[src/rtl/pipe_stage_elastic.sv]
// pipe_stage_elastic: generic pipeline stage register with a valid/ready
// handshake, a one-entry skid buffer and a synchronous flush.
//
// Handshake: a beat moves on a rising CLK edge when valid and ready are both
// high on that side. push = in_valid & in_ready, pop = out_valid & out_ready.
// in_ready is derived from the held state only, so a downstream stall reaches
// the upstream stage one register later and never through a combinational path.
//
// Optional feature macro: PIPE_STAGE_PERF_EN adds perf_clr, stall_cnt and
// bubble_cnt (saturating CNT_W-bit counters).
module pipe_stage_elastic #(
  parameter int unsigned     DW        = 32,
  parameter logic [DW-1:0]   RESET_VAL = '0,
  parameter int unsigned     CNT_W     = 16
) (
  input  logic          CLK,
  input  logic          nRST,
  input  logic          flush,
  input  logic          in_valid,
  output logic          in_ready,
  input  logic [DW-1:0] in_data,
  output logic          out_valid,
  input  logic          out_ready,
  output logic [DW-1:0] out_data,
  output logic [1:0]    occupancy,
  output logic [1:0]    dbg_state
`ifdef PIPE_STAGE_PERF_EN
  ,
  input  logic             perf_clr,
  output logic [CNT_W-1:0] stall_cnt,
  output logic [CNT_W-1:0] bubble_cnt
`endif
);

  typedef enum logic [1:0] {
    ST_EMPTY = 2'd0,
    ST_ONE   = 2'd1,
    ST_TWO   = 2'd2
  } state_e;

  state_e        state_q, state_d;
  logic [DW-1:0] main_q, main_d;
  logic [DW-1:0] skid_q, skid_d;
  logic          push, pop;

  // Output decode: everything visible downstream/upstream comes from registers.
  always_comb begin
    in_ready  = 1'b1;
    out_valid = 1'b0;
    occupancy = 2'd0;
    case (state_q)
      ST_EMPTY: begin
        in_ready  = 1'b1;
        out_valid = 1'b0;
        occupancy = 2'd0;
      end
      ST_ONE: begin
        in_ready  = 1'b1;
        out_valid = 1'b1;
        occupancy = 2'd1;
      end
      ST_TWO: begin
        in_ready  = 1'b0;
        out_valid = 1'b1;
        occupancy = 2'd2;
      end
      default: begin
        in_ready  = 1'b1;
        out_valid = 1'b0;
        occupancy = 2'd0;
      end
    endcase
  end

  assign out_data  = main_q;
  assign dbg_state = state_q;
  assign push      = in_valid & in_ready;
  assign pop       = out_valid & out_ready;

  // Next-state and data-path selection; flush overrides every other move.
  always_comb begin
    state_d = state_q;
    main_d  = main_q;
    skid_d  = skid_q;
    if (flush) begin
      state_d = ST_EMPTY;
      main_d  = RESET_VAL;
      skid_d  = RESET_VAL;
    end else begin
      case (state_q)
        ST_EMPTY: begin
          if (push) begin
            state_d = ST_ONE;
            main_d  = in_data;
          end
        end
        ST_ONE: begin
          if (push && pop) begin
            main_d = in_data;
          end else if (push) begin
            state_d = ST_TWO;
            skid_d  = in_data;
          end else if (pop) begin
            state_d = ST_EMPTY;
            main_d  = RESET_VAL;
          end
        end
        ST_TWO: begin
          // in_ready is low here, so only a pop can move the stage.
          if (pop) begin
            state_d = ST_ONE;
            main_d  = skid_q;
            skid_d  = RESET_VAL;
          end
        end
        default: begin
          state_d = ST_EMPTY;
          main_d  = RESET_VAL;
          skid_d  = RESET_VAL;
        end
      endcase
    end
  end

  // State and data registers; reset returns to an empty stage holding bubbles.
  always_ff @(posedge CLK or negedge nRST) begin
    if (!nRST) begin
      state_q <= ST_EMPTY;
      main_q  <= RESET_VAL;
      skid_q  <= RESET_VAL;
    end else begin
      state_q <= state_d;
      main_q  <= main_d;
      skid_q  <= skid_d;
    end
  end

`ifdef PIPE_STAGE_PERF_EN
  logic [CNT_W-1:0] stall_q, stall_d;
  logic [CNT_W-1:0] bubble_q, bubble_d;

  // Saturating counters for downstream stalls and empty-stage bubbles.
  always_comb begin
    stall_d  = stall_q;
    bubble_d = bubble_q;
    if (perf_clr) begin
      stall_d  = '0;
      bubble_d = '0;
    end else begin
      if (out_valid && !out_ready && (stall_q != {CNT_W{1'b1}})) begin
        stall_d = stall_q + CNT_W'(1);
      end
      if (!out_valid && out_ready && (bubble_q != {CNT_W{1'b1}})) begin
        bubble_d = bubble_q + CNT_W'(1);
      end
    end
  end

  // Counter registers; flush deliberately does not touch them.
  always_ff @(posedge CLK or negedge nRST) begin
    if (!nRST) begin
      stall_q  <= '0;
      bubble_q <= '0;
    end else begin
      stall_q  <= stall_d;
      bubble_q <= bubble_d;
    end
  end

  assign stall_cnt  = stall_q;
  assign bubble_cnt = bubble_q;
`else
  // Counters are absent in this build; CNT_W only has to be a sane width.
  if (CNT_W == 0) begin : g_cnt_w_zero
  end
`endif

endmodule

[config.mk]
export PLATFORM = sky130hd
export DESIGN_NAME = pipe_stage_elastic
export DESIGN_NICKNAME = d
export VERILOG_FILES = /design/src/rtl/pipe_stage_elastic.sv
export SDC_FILE = /design/constraint.sdc
export NUM_CORES = 1
export LEC_CHECK = 0
export CAP_MARGIN = 20
export CELL_PAD_IN_SITES_DETAIL_PLACEMENT = 1
export CELL_PAD_IN_SITES_GLOBAL_PLACEMENT = 1
export CORE_MARGIN = 1
export CORE_UTILIZATION = 38
export CTS_CLUSTER_DIAMETER = 30
export CTS_CLUSTER_SIZE = 8
export DETAILED_ROUTE_END_ITERATION = 7
export GPL_ROUTABILITY_DRIVEN = 0
export PLACE_DENSITY = 0.86
export SKIP_LAST_GASP = 1
export SYNTH_ARGS = -nofsm -noshare
export SYNTH_HDL_FRONTEND = slang
export SYNTH_SLANG_ARGS = --single-unit
[constraint.sdc]
create_clock -name CLK -period 2.16 [get_ports CLK]
set_input_delay 0.432 -clock CLK [delete_from_list [all_inputs] [get_ports CLK]]
set_output_delay 0.432 -clock CLK [all_outputs]
set_load 0.05 [all_outputs]
# --- After elaboration in Yosys (flattened, before gate mapping) ---
# Cells that the tools add are included.
word_totals:
  in_bits: 37
  ff_bits: 66
classes:
  bitwise: 2
  n_eq_ne: 10
  n_reduce_logical: 6
  n_mux: 20
ops:
  columns: ["cell", "n"]
  rows:
  - ["$mux 32", 8]
  - ["$pmux 32 s3", 2]
  - ["$mux 2", 6]
  - ["$ne 3x3->1 const B", 4]
  - ["$ne 4x4->1 const B", 3]
  - ["$reduce_and 4->1", 3]
  - ["$pmux 2 s3", 1]
  - ["$pmux 2 s2", 1]
  - ["$and 1x1->1", 2]
  - ["$eq 2x1->1 const B", 1]
  - ["$eq 2x2->1 const B", 1]
  - ["$logic_not 2->1", 1]
  - ["$mux 1", 2]
  - ["$ne 2x2->1 const B", 1]
  - ["$reduce_or 2->1", 1]
  - ["$logic_and 1x1->1", 1]

# --- Logic depth before layout (Yosys ltp) ---
depth:
  depth_word: 9
  mapped_depth: 8
  mapped_depth_nobuf: 6

# --- Worst setup path after synthesis ---
# OpenSTA, ideal clock, no wires.
synth_path:
  path_type: "reg2reg"
  startpoint: "reg state_q[0], in the netlist dbg_state[0]"
  endpoint: "reg skid_q[10]"
  path_stages_with_launch: 8
  arrival_time_ns: 2.508
  period_less_slack_ns: 2.644
  slack_ns: -0.484
  setup_ns: 0.136
  path_cell_list: "dfrtp_1 > inv_1 > ha_1 > nand2_1 > a221o_1 > clkbuf_1 > nand2_1 > a21oi_1"
synth_between:
  elab_chain_len: 7
  word_cells_on_any_way: 16
synth_rtl:
  columns: ["item", "line", "rtl"]
  rows:
  - ["start, declared", "41", "state_e state_q, state_d;"]
  - ["start signal, assigned", "132", "state_q <= state_d;"]
  - ["$eq 2x2->1 / $eq 2x1->1 (equally long branches)", "51", "case (state_q)"]
  - ["$reduce_or 2->1 (no source line) *", null, null]
  - ["$mux 1 *", "51", null]
  - ["named net out_valid", "22", "output logic out_valid,"]
  - ["$and 1x1->1 *", "78", "assign pop = out_valid & out_ready;"]
  - ["$logic_and 1x1->1", "98", "if (push && pop) begin"]
  - ["$ne 3x3->1 (no source line)", null, null]
  - ["$reduce_and 4->1 (no source line) *", null, null]
  - ["end signal, assigned", "134", "skid_q <= skid_d;"]
  - ["end, declared", "43", "logic [DW-1:0] skid_q, skid_d;"]
# Mark *: on every way through the listed nets, which the timed path passes. The rest lies on a longest branch.
# A chain may end at the register's enable or synchronous reset.

# --- Final worst setup path ---
layout_path:
  startpoint: "reg main_q[12], in the netlist out_data[12]"
  endpoint: "out out_data[12]"
layout_rtl:
  columns: ["item", "line", "rtl"]
  rows:
  - ["start, declared", "42", "logic [DW-1:0] main_q, main_d;"]
  - ["start signal, assigned", "133", "main_q <= main_d;"]
  - ["end, declared", "24", "output logic [DW-1:0] out_data,"]
# No word-level cell between the ends.

==> summary.txt <==
Status
  • Status: finished, final reports clean

Clocking
  • Clk buf depth: 2
  • CTS resizes: 0
  • Clock Tree Root: clkbuf_8
  • # clock sinks: 66
  • Postcts setup bufs: 0
  • CTS tree: built
  • Clock slew at reported path FFs: 80 ps
  • H-tree depth: 3
  • Num CTS Buffers: 9
  • Hold-fix buffers, CTS: 0
  • Clock Latency Late Sink: 350 ps

Critical path
  • Worst-path cell chain: clkdlybuf4s50_1
  • R2R cell count: 7
  • Worst path max stage delay: 830 ps
  • Worst Setup Path Type: register to output pin
  • Worst EP arrival: 1590 ps
  • Worst setup SP type: register
  • CP Depth: 1
  • Worst-path fanout max: 2
  • WP data required: 1730 ps
  • Setup crit end kind: output pin
  • Crit path max-delay cell type: clkdlybuf4s50_1
  • CP top delay family: buffers and inverters
  • Crit path buf inv count: 1

Pwr
  • P_int: 0.00305 W
  • Comb power frac: 51.4%
  • Static Leakage: 1.69 nW
  • Net Sw Power: 0.00261 W
  • Clock group share of total power: 18.2%
  • Pwr Density: 1370 nW/um^2
  • Max VDD drop: 0.601 mV
  • Switching share of power: 46.1%
  • Sequential share of power: 30.4%

Timing
  • Setup TNS: 0 ps
  • Final hold vios: 0
  • Setup violators final: 0
  • Worst-Margin Slew: 516 ps
  • Max-slew violation count: 0
  • Relative slew slack: 65.5%
  • Hold slack final: 39.2 ps
  • Final Skew: 9.86 ps
  • RSZ-0062 raised after global routing: no
  • Final worst path period share: 93.7%
  • Min Tclk post-route: 2020 ps
  • F_max: 0.494 GHz

Route
  • DR pass1 iterations: 4
  • Via count: 2638
  • Vias per inst: 5.66
  • Final ANT Viol Nets: 0
  • Initial DRC Count: 148
  • WL final: 8.84 mm
  • Drt wl/cell: 19.0 um
  • Residual DRC: 0

Synth
  • Synth top area share: 54.5%
  • Synth cell types: 26
  • Cell Area, Synth: 3030 um^2
  • Simple logic cell fraction of the synthesized area: 11.2%
  • Syn avg cell area: 10.6 um^2
  • Synth Net Count: 327
  • Yosys warns: 0
  • Largest family of logic cells by synthesized area: compound AO/OA/AOI/OAI gates
  • Post-Synth XOR/XNOR Area: 0%
  • Post-Synth Adder-Cell Area: 2.07%
  • Largest cells by area after synthesis: dfrtp_1 55%, o2bb2ai_1 9.3%, a22oi_1 7.7%, a21oi_1 5.5%, nand3_1 5.3%
  • Post-synth ARST share: 100%
  • Compound-Gate Fraction of Synth Area: 25.8%
  • Number of synthesized flops with an enable pin: 0
  • Post-synthesis mux area share: 0.331%
  • Ys flop type: dfrtp_1
  • Sequential-to-total area share from yosys stat: 54.5%
  • Post-Syn Instances: 285
  • Area leader, netlist: dfrtp_1
  • Synth Register Bits: 66

Placed design
  • Cells after DPL: 450
  • Post-DP HPWL: 5.80 mm
  • Port buffer count: 74

Worst hold path
  • Worst hold-check path type: input port to asynchronous set/reset pin

Floorplan
  • Die H: 91.3 um
  • Die Footprint: 8330 um^2
  • Starting Density: 39.2%
  • Io pins: 75
  • Core area: 7730 um^2
  • # rows: 32
  • Die X: 91.3 um

Finish
  • Non-Filler Instances: 466
  • N_diodes: 0
  • Area Growth Syn to Fin: 36.4%
  • Final net count: 401
  • Layout cells sized above 1: 13.2%

Flow run
  • # Max-Cap Violations: 0

Global routing
  • Vias in the first global route: 2769
  • GRT Resource Usage Total: 23.2%
  • Pin count of the biggest net entering global routing: 34
  • Initial antenna violation count: 0
  • First-pass GRT wire length: 14.9 mm
  • GRT overflow: 0
[metrics by stage]
| step | setup slack (ps) | instance area, um^2 | utilization (%) | total power [W] |
|---|---|---|---|---|
| after floorplan | 6.18 | 3050 | - | 0.00363 |
| after global placement | 122 | 3940 | 50.9 | 0.00459 |
| after detailed placement | 2.15 | 3940 | 50.9 | 0.00464 |
| after CTS | 126 | 4130 | 53.4 | 0.00569 |
| after global routing | 7.30 | 4130 | 53.4 | 0.00594 |
| final | 137 | 4130 | 53.4 | 0.00566 |
[layout make-up]
| cell class | instances | area, um^2 |
|---|---|---|
| multi-input cells | 188 | 1220 |
| fillers | 844 | 3600 |
| repair buffers | 90 | 921 |
| clock buffers | 9 | 124 |
| clock inverters | 7 | 70.1 |
| well taps | 102 | 128 |
| inverters | 4 | 15.0 |
| flip-flops and latches | 66 | 1650 |
[placed cells by master, fill, tap and decap left out, drive strengths merged]
master	n
nand3	32
a21oi	33
a22oi	31
ha	5
nand2	35
a21o	1
o21bai	1
mux2i	1
nand3b	2
nand2b	1
clkinv	2
buf	21
dfrtp	66
bufinv	1
clkbuf	9
o21ai	2
a21bo	1
o2bb2ai	32
inv	4
a221o	1
nor2b	1
a221oi	2
a22o	1
o32ai	1
nor2	5
clkdlybuf4s50	69
clkinvlp	4
[power by group through the flow]
stage                     clock network [W]  logic (W)  registers (W)
final                               0.00103    0.00291        0.00172
after global routing                0.00110    0.00309        0.00175
after CTS                           0.00105    0.00292        0.00172
after detailed placement                  0    0.00292        0.00173
after global placement                    0    0.00287        0.00172
after floorplan                           0    0.00122        0.00241
[layer usage]
metal  vias up  wire length [um]  track usage [%]
li1       1205                 -                -
met1      1341              4090             31.1
met2        80              4290             38.2
met3        12               352             5.36
met4         0               100             5.03
met5         -                 0                0
[kinds of logic (layout without fill, tap and decap cells)]
family,after synthesis,in the layout
compound gates,106,106
simple gates,76,76
flops,66,66
buf+inv,31,110
fa+ha+maj,5,5
mux,1,1
[flip-flops by register name, summed over array words and instances (netlist names)]
signal	cells
skid_q	32
out_data	32
dbg_state	2
[worst reg2reg max path: cells and delay by family (launching register included)]
kind                     cells  cell delay, ps
buffers and inverters        2             340
AND/OR/NAND/NOR              2             240
adder cells (fa/ha/maj)      1             300
flip-flops                   1             410
AO/OA/AOI/OAI                2             600
[path summary, 6_finish.rpt]
| check | startpoint | to | slack, ps |
|---|---|---|---|
| worst max-delay path | out_data[12]$_DFFE_PN0P_ | out_data[12] | 140 |
| worst min-delay path | nRST | out_data[20]$_DFFE_PN0P_ | 40 |
| worst max register to register | dbg_state[0]$_DFFE_PN0P_ | out_data[11]$_DFFE_PN0P_ | 190 |
| worst min register to register | out_data[23]$_DFFE_PN0P_ | out_data[23]$_DFFE_PN0P_ | 490 |
| max in group asynchronous | nRST | out_data[31]$_DFFE_PN0P_ | 1550 |
| min in group CLK | out_data[23]$_DFFE_PN0P_ | out_data[23]$_DFFE_PN0P_ | 490 |
[synthesized netlist by cell type, drive strengths merged, types with 4 or more instances]
cell type  count
dfrtp         66
nand2         35
a21oi         33
nand3         32
o2bb2ai       32
a22oi         31
buf           17
clkbuf        10
ha             5
nor2           5
inv            4
Power figures use the tool's default switching activity.
==> RTL edit 1 (same flow settings) <==
The parameter `DW` goes from 32 to 64.
--- a/src/rtl/pipe_stage_elastic.sv
+++ b/src/rtl/pipe_stage_elastic.sv
@@ -9,7 +9,7 @@
 // Optional feature macro: PIPE_STAGE_PERF_EN adds perf_clr, stall_cnt and
 // bubble_cnt (saturating CNT_W-bit counters).
 module pipe_stage_elastic #(
-  parameter int unsigned     DW        = 32,
+  parameter int unsigned     DW        = 64,
   parameter logic [DW-1:0]   RESET_VAL = '0,
   parameter int unsigned     CNT_W     = 16
 ) (
Ports: changed (resized in_data and out_data); port bits go from 75 to 139. The function was not compared with the original's and may differ.
==> RTL edit 1 against the unedited design <==
- the run now ends with DRC left
- sequential cell count grew 64
- worst setup slack worse by 65 ps
- count of clock-buffer cells in the layout is 12 higher
- register-to-register slack lost 50 ps
- maximum frequency decreased by 3.1%
- first-iteration DRC count grew 150%
- combinational power is 76% higher
- synthesized area increased by 90%
- via count increased by 90%
- power up 100%
- design area is 92% higher
- wire length grew 100%
- synthesized cell count increased by 88%
- critical path type unchanged
- largest power group unchanged
==> RTL edit 1: results (changes against the unedited design) <==
* Run status: finished, violations left
* Failing checks: DRC
* FF-to-FF End: skid_q[59]
* Met3 wire len at 881 um (+150%)
* Final WL at 17870 um (+100%)
* Power in combinational cells at 5.13 mW (+76%)
* Num CTS Buffers at 17 (+8)
* Distinct cell type count after synthesis at 27 (+3.8%)
* Worst hold path class: in -> reg
* Static leakage at 3.240 nW (+92%)
* Post-synthesis mux area share at 0.001957 (-0.001348)
* DRC violations left at 18 (+18)
* Critical Path Start: dbg_state[1]
* I/O Buffers at 138 (+86%)
* P_sw at 4.935 mW (+89%)
* Area contributors post-synth: dfrtp_1 57%, o2bb2ai_1 9.7%, a22oi_1 8.4%, a21oi_1 5.7%, nand3_1 5.6%
* Initial drt markers at 367 (+150%)
* Syn_nets at 609 (+86%)
* Tot GR Track Use at 0.2365 (+0.004886)
* Clk slew on worst S/H paths at 50 ps (-30 ps)
* Pre-Repair DR Iteration Count at 7 (+3)
* Met2 wire len at 9145 um (+110%)
* Compound-gate portion of the synthesized area at 0.2542 (-0.004023)
* Critical path capture point: dbg_state[1]
* Crit-path max FO at 5 (+3)
* Sequential fraction of the synthesis area at 0.5655 (+0.02001)
* Metal-1 WL at 7614 um (+86%)
* Clock tree root buffer cell: clkbuf_16
* Detail Placement HPWL at 11290 um (+95%)
* Clock Skews at 7.884 ps (-1.976 ps)
* Number of global-route vias before repair at 5417 (+96%)
* R2r setup slk at 140 ps (-50 ps)
* Largest net degree at the start of global routing at 69 (+100%)
* Power, Total at 11.32 mW (+100%)
* Slew @ Worst Pin at 537.2 ps (+21.20 ps)
* Arrival time worst endpoint at 1660 ps (+70 ps)
* CTS Hold Bufs at 1 (+1)
* Met2 usage at 0.4009 (+0.01898)
* First-pass GRT wire length at 29060 um (+95%)
* Clk Latency, worst-skew pair at 420 ps (+70 ps)
* Commonest cells post-synth: 130 x dfrtp_1, 67 x nand2_1, 65 x a21oi_1
* Grt met1 use at 0.2958 (-0.01542)
==> RTL edit 1: metrics by stage <==
| step | std cells | setup WS [ps] | cell area [um^2] | hold slack (ps) |
|---|---|---|---|---|
| final | 855 | 71.95 | 7916 | 414.6 |
| after floorplan | 535 | 19.64 | 5778 | 136.4 |
| after CTS | 855 | 48.14 | 7916 | 403.2 |
| after detailed placement | 822 | -58.85 | 7308 | 386.1 |
| after global routing | 855 | 36.75 | 7916 | 454.4 |
| after global placement | 822 | 48.59 | 7308 | 380.2 |
==> RTL edit 1: cell families (layout without fill, tap and decap cells) <==
group                    Yosys count  in the layout
AO/OA/AOI/OAI                    200            200
AND/OR/NAND/NOR                  140            140
flip-flops                       130            130
buffers and inverters             59            195
adder cells (fa/ha/maj)            5              5
multiplexers                       1              1
==> RTL edit 1: area by class of cell <==
type,count,area (um^2)
clock buffers,21,470.5
clock inverters,11,127.6
fillers,1555,6728
inverters,3,11.26
multi-input cells,346,2202
flip-flops and latches,130,3256
well taps,184,230.2
repair buffers,160,1619
==> RTL edit 2 (same settings) <==
Made on the original files. Register the output `dbg_state` once more, cleared by the reset; this adds one clock of latency there. The other outputs are not delayed to match.
--- a/src/rtl/pipe_stage_elastic.sv
+++ b/src/rtl/pipe_stage_elastic.sv
@@ -73,7 +73,13 @@
   end
 
   assign out_data  = main_q;
-  assign dbg_state = state_q;
+  always_ff @(posedge CLK or negedge nRST) begin
+    if (!nRST) begin
+      dbg_state <= '0;
+    end else begin
+      dbg_state <= state_q;
+    end
+  end
   assign push      = in_valid & in_ready;
   assign pop       = out_valid & out_ready;
 
Check against the original RTL: not equivalent (a bounded check fails within 4 cycles, from zero or initial values and one cycle with nRST low).
==> RTL edit 2 against the unedited design <==
- design area rose by 17%
- wire length increased by 8.3%
- count of clock-buffer cells in the layout increased by 3
- worst setup slack lost 71 ps
- synthesized area is 19% higher
- sequential cell count is 2 higher
- power grew 9.6%
- first-iteration DRC count is 2.7% higher
- worst hold slack got worse by 8.1 ps
==> RTL edit 2: results (changes against the unedited design) <==
* Number of global-route vias before repair at 3046 (+10%)
* Hold slack at 31.10 ps (-8.123 ps)
* Slew @ Worst Pin at 501.5 ps (-14.51 ps)
* Pre-Repair DR Iteration Count at 5 (+1)
* Crit-path max FO at 8 (+6)
* Largest delay contributor family on the critical path: flip-flops
* Met2 usage at 0.3515 (-0.03045)
* First-pass GRT wire length at 15380 um (+3.4%)
* Reg2reg start: state_q[1]
* FFs & Latches at 68 (+3.0%)
* Clock Skews at 12.84 ps (+2.985 ps)
* Post-synthesis mux area share at 0.1912 (+0.1879)
* Met3 wire len at 350 um (-0.57%)
* Crit path largest cell delay at 430 ps (-400 ps)
* Grt met1 use at 0.2438 (-0.06744)
* Met3 Use GR at 0.04989 (-0.003707)
* Static leakage at 2.093 nW (+24%)
* Multi-input comb cells at 190 (+1.1%)
* Met2 wire len at 5005 um (+17%)
* Sw Share at 0.4398 (-0.02079)
* Slowest-stage cell, CP: dfrtp_1
* Clk cell area share at 0.04208 (-0.004878)
* Run status: finished clean
* Sequential fraction of the synthesis area at 0.4711 (-0.07438)
* Ratio of cells with drive above 1 in the final layout at 0.1753 (+0.04344)
* Detail Placement HPWL at 6135 um (+5.8%)
* Fraction of area in multi-input gates at 0.3444 (+0.04935)
* Routed via count at 2830 (+7.3%)
* Largest net degree at the start of global routing at 37 (+8.8%)
* Tot GR Track Use at 0.1994 (-0.03221)
* Seq area share at 0.3532 (-0.04724)
* Mapped Avg Cell Area at 11.25 um^2 (+5.9%)
* Metal-1 WL at 4127 um (+0.86%)
* Repair and plain buffers at 93 (+3.3%)
* Number of nets in the layout at 442 (+10%)
* FF-to-FF End: out_data[15]
* Syn_nets at 363 (+11%)
* Layout area overhead at 33.36%
RTL edit 2: cell types whose count changed in the layout (fill, tap and decap cells not counted), sizes merged, moves of 3 or more:
cell,change
nand3,-32
clkbuf,+4
mux2i,+32
a21oi,-29
clkinvlp,-3
mux2,+32
inv,+34
RTL edit 2: worst max path at each step:
stage / start / endpoint / slack, ps / depth (start not counted)
after floorplan: state_q[0] / out_data[17] / -5 / 7
after global placement: out_ready / out_data[4] / 60 / 6
after detailed placement: out_ready / out_data[28] / -2 / 6
after CTS: state_q[0] / in_ready / 9 / 5
after global routing: state_q[1] / out_data[23] / 10 / 7
final: state_q[1] / out_data[15] / 70 / 7
RTL edit 2: power by group through the flow:
stage	combinational (mW)	sequential (mW)	clock, mW
after global placement	3.09	1.86	0
after floorplan	1.29	2.65	0
after detailed placement	3.16	1.88	0
after global routing	3.44	1.91	1.17
final	3.25	1.86	1.10
after CTS	3.18	1.86	1.12
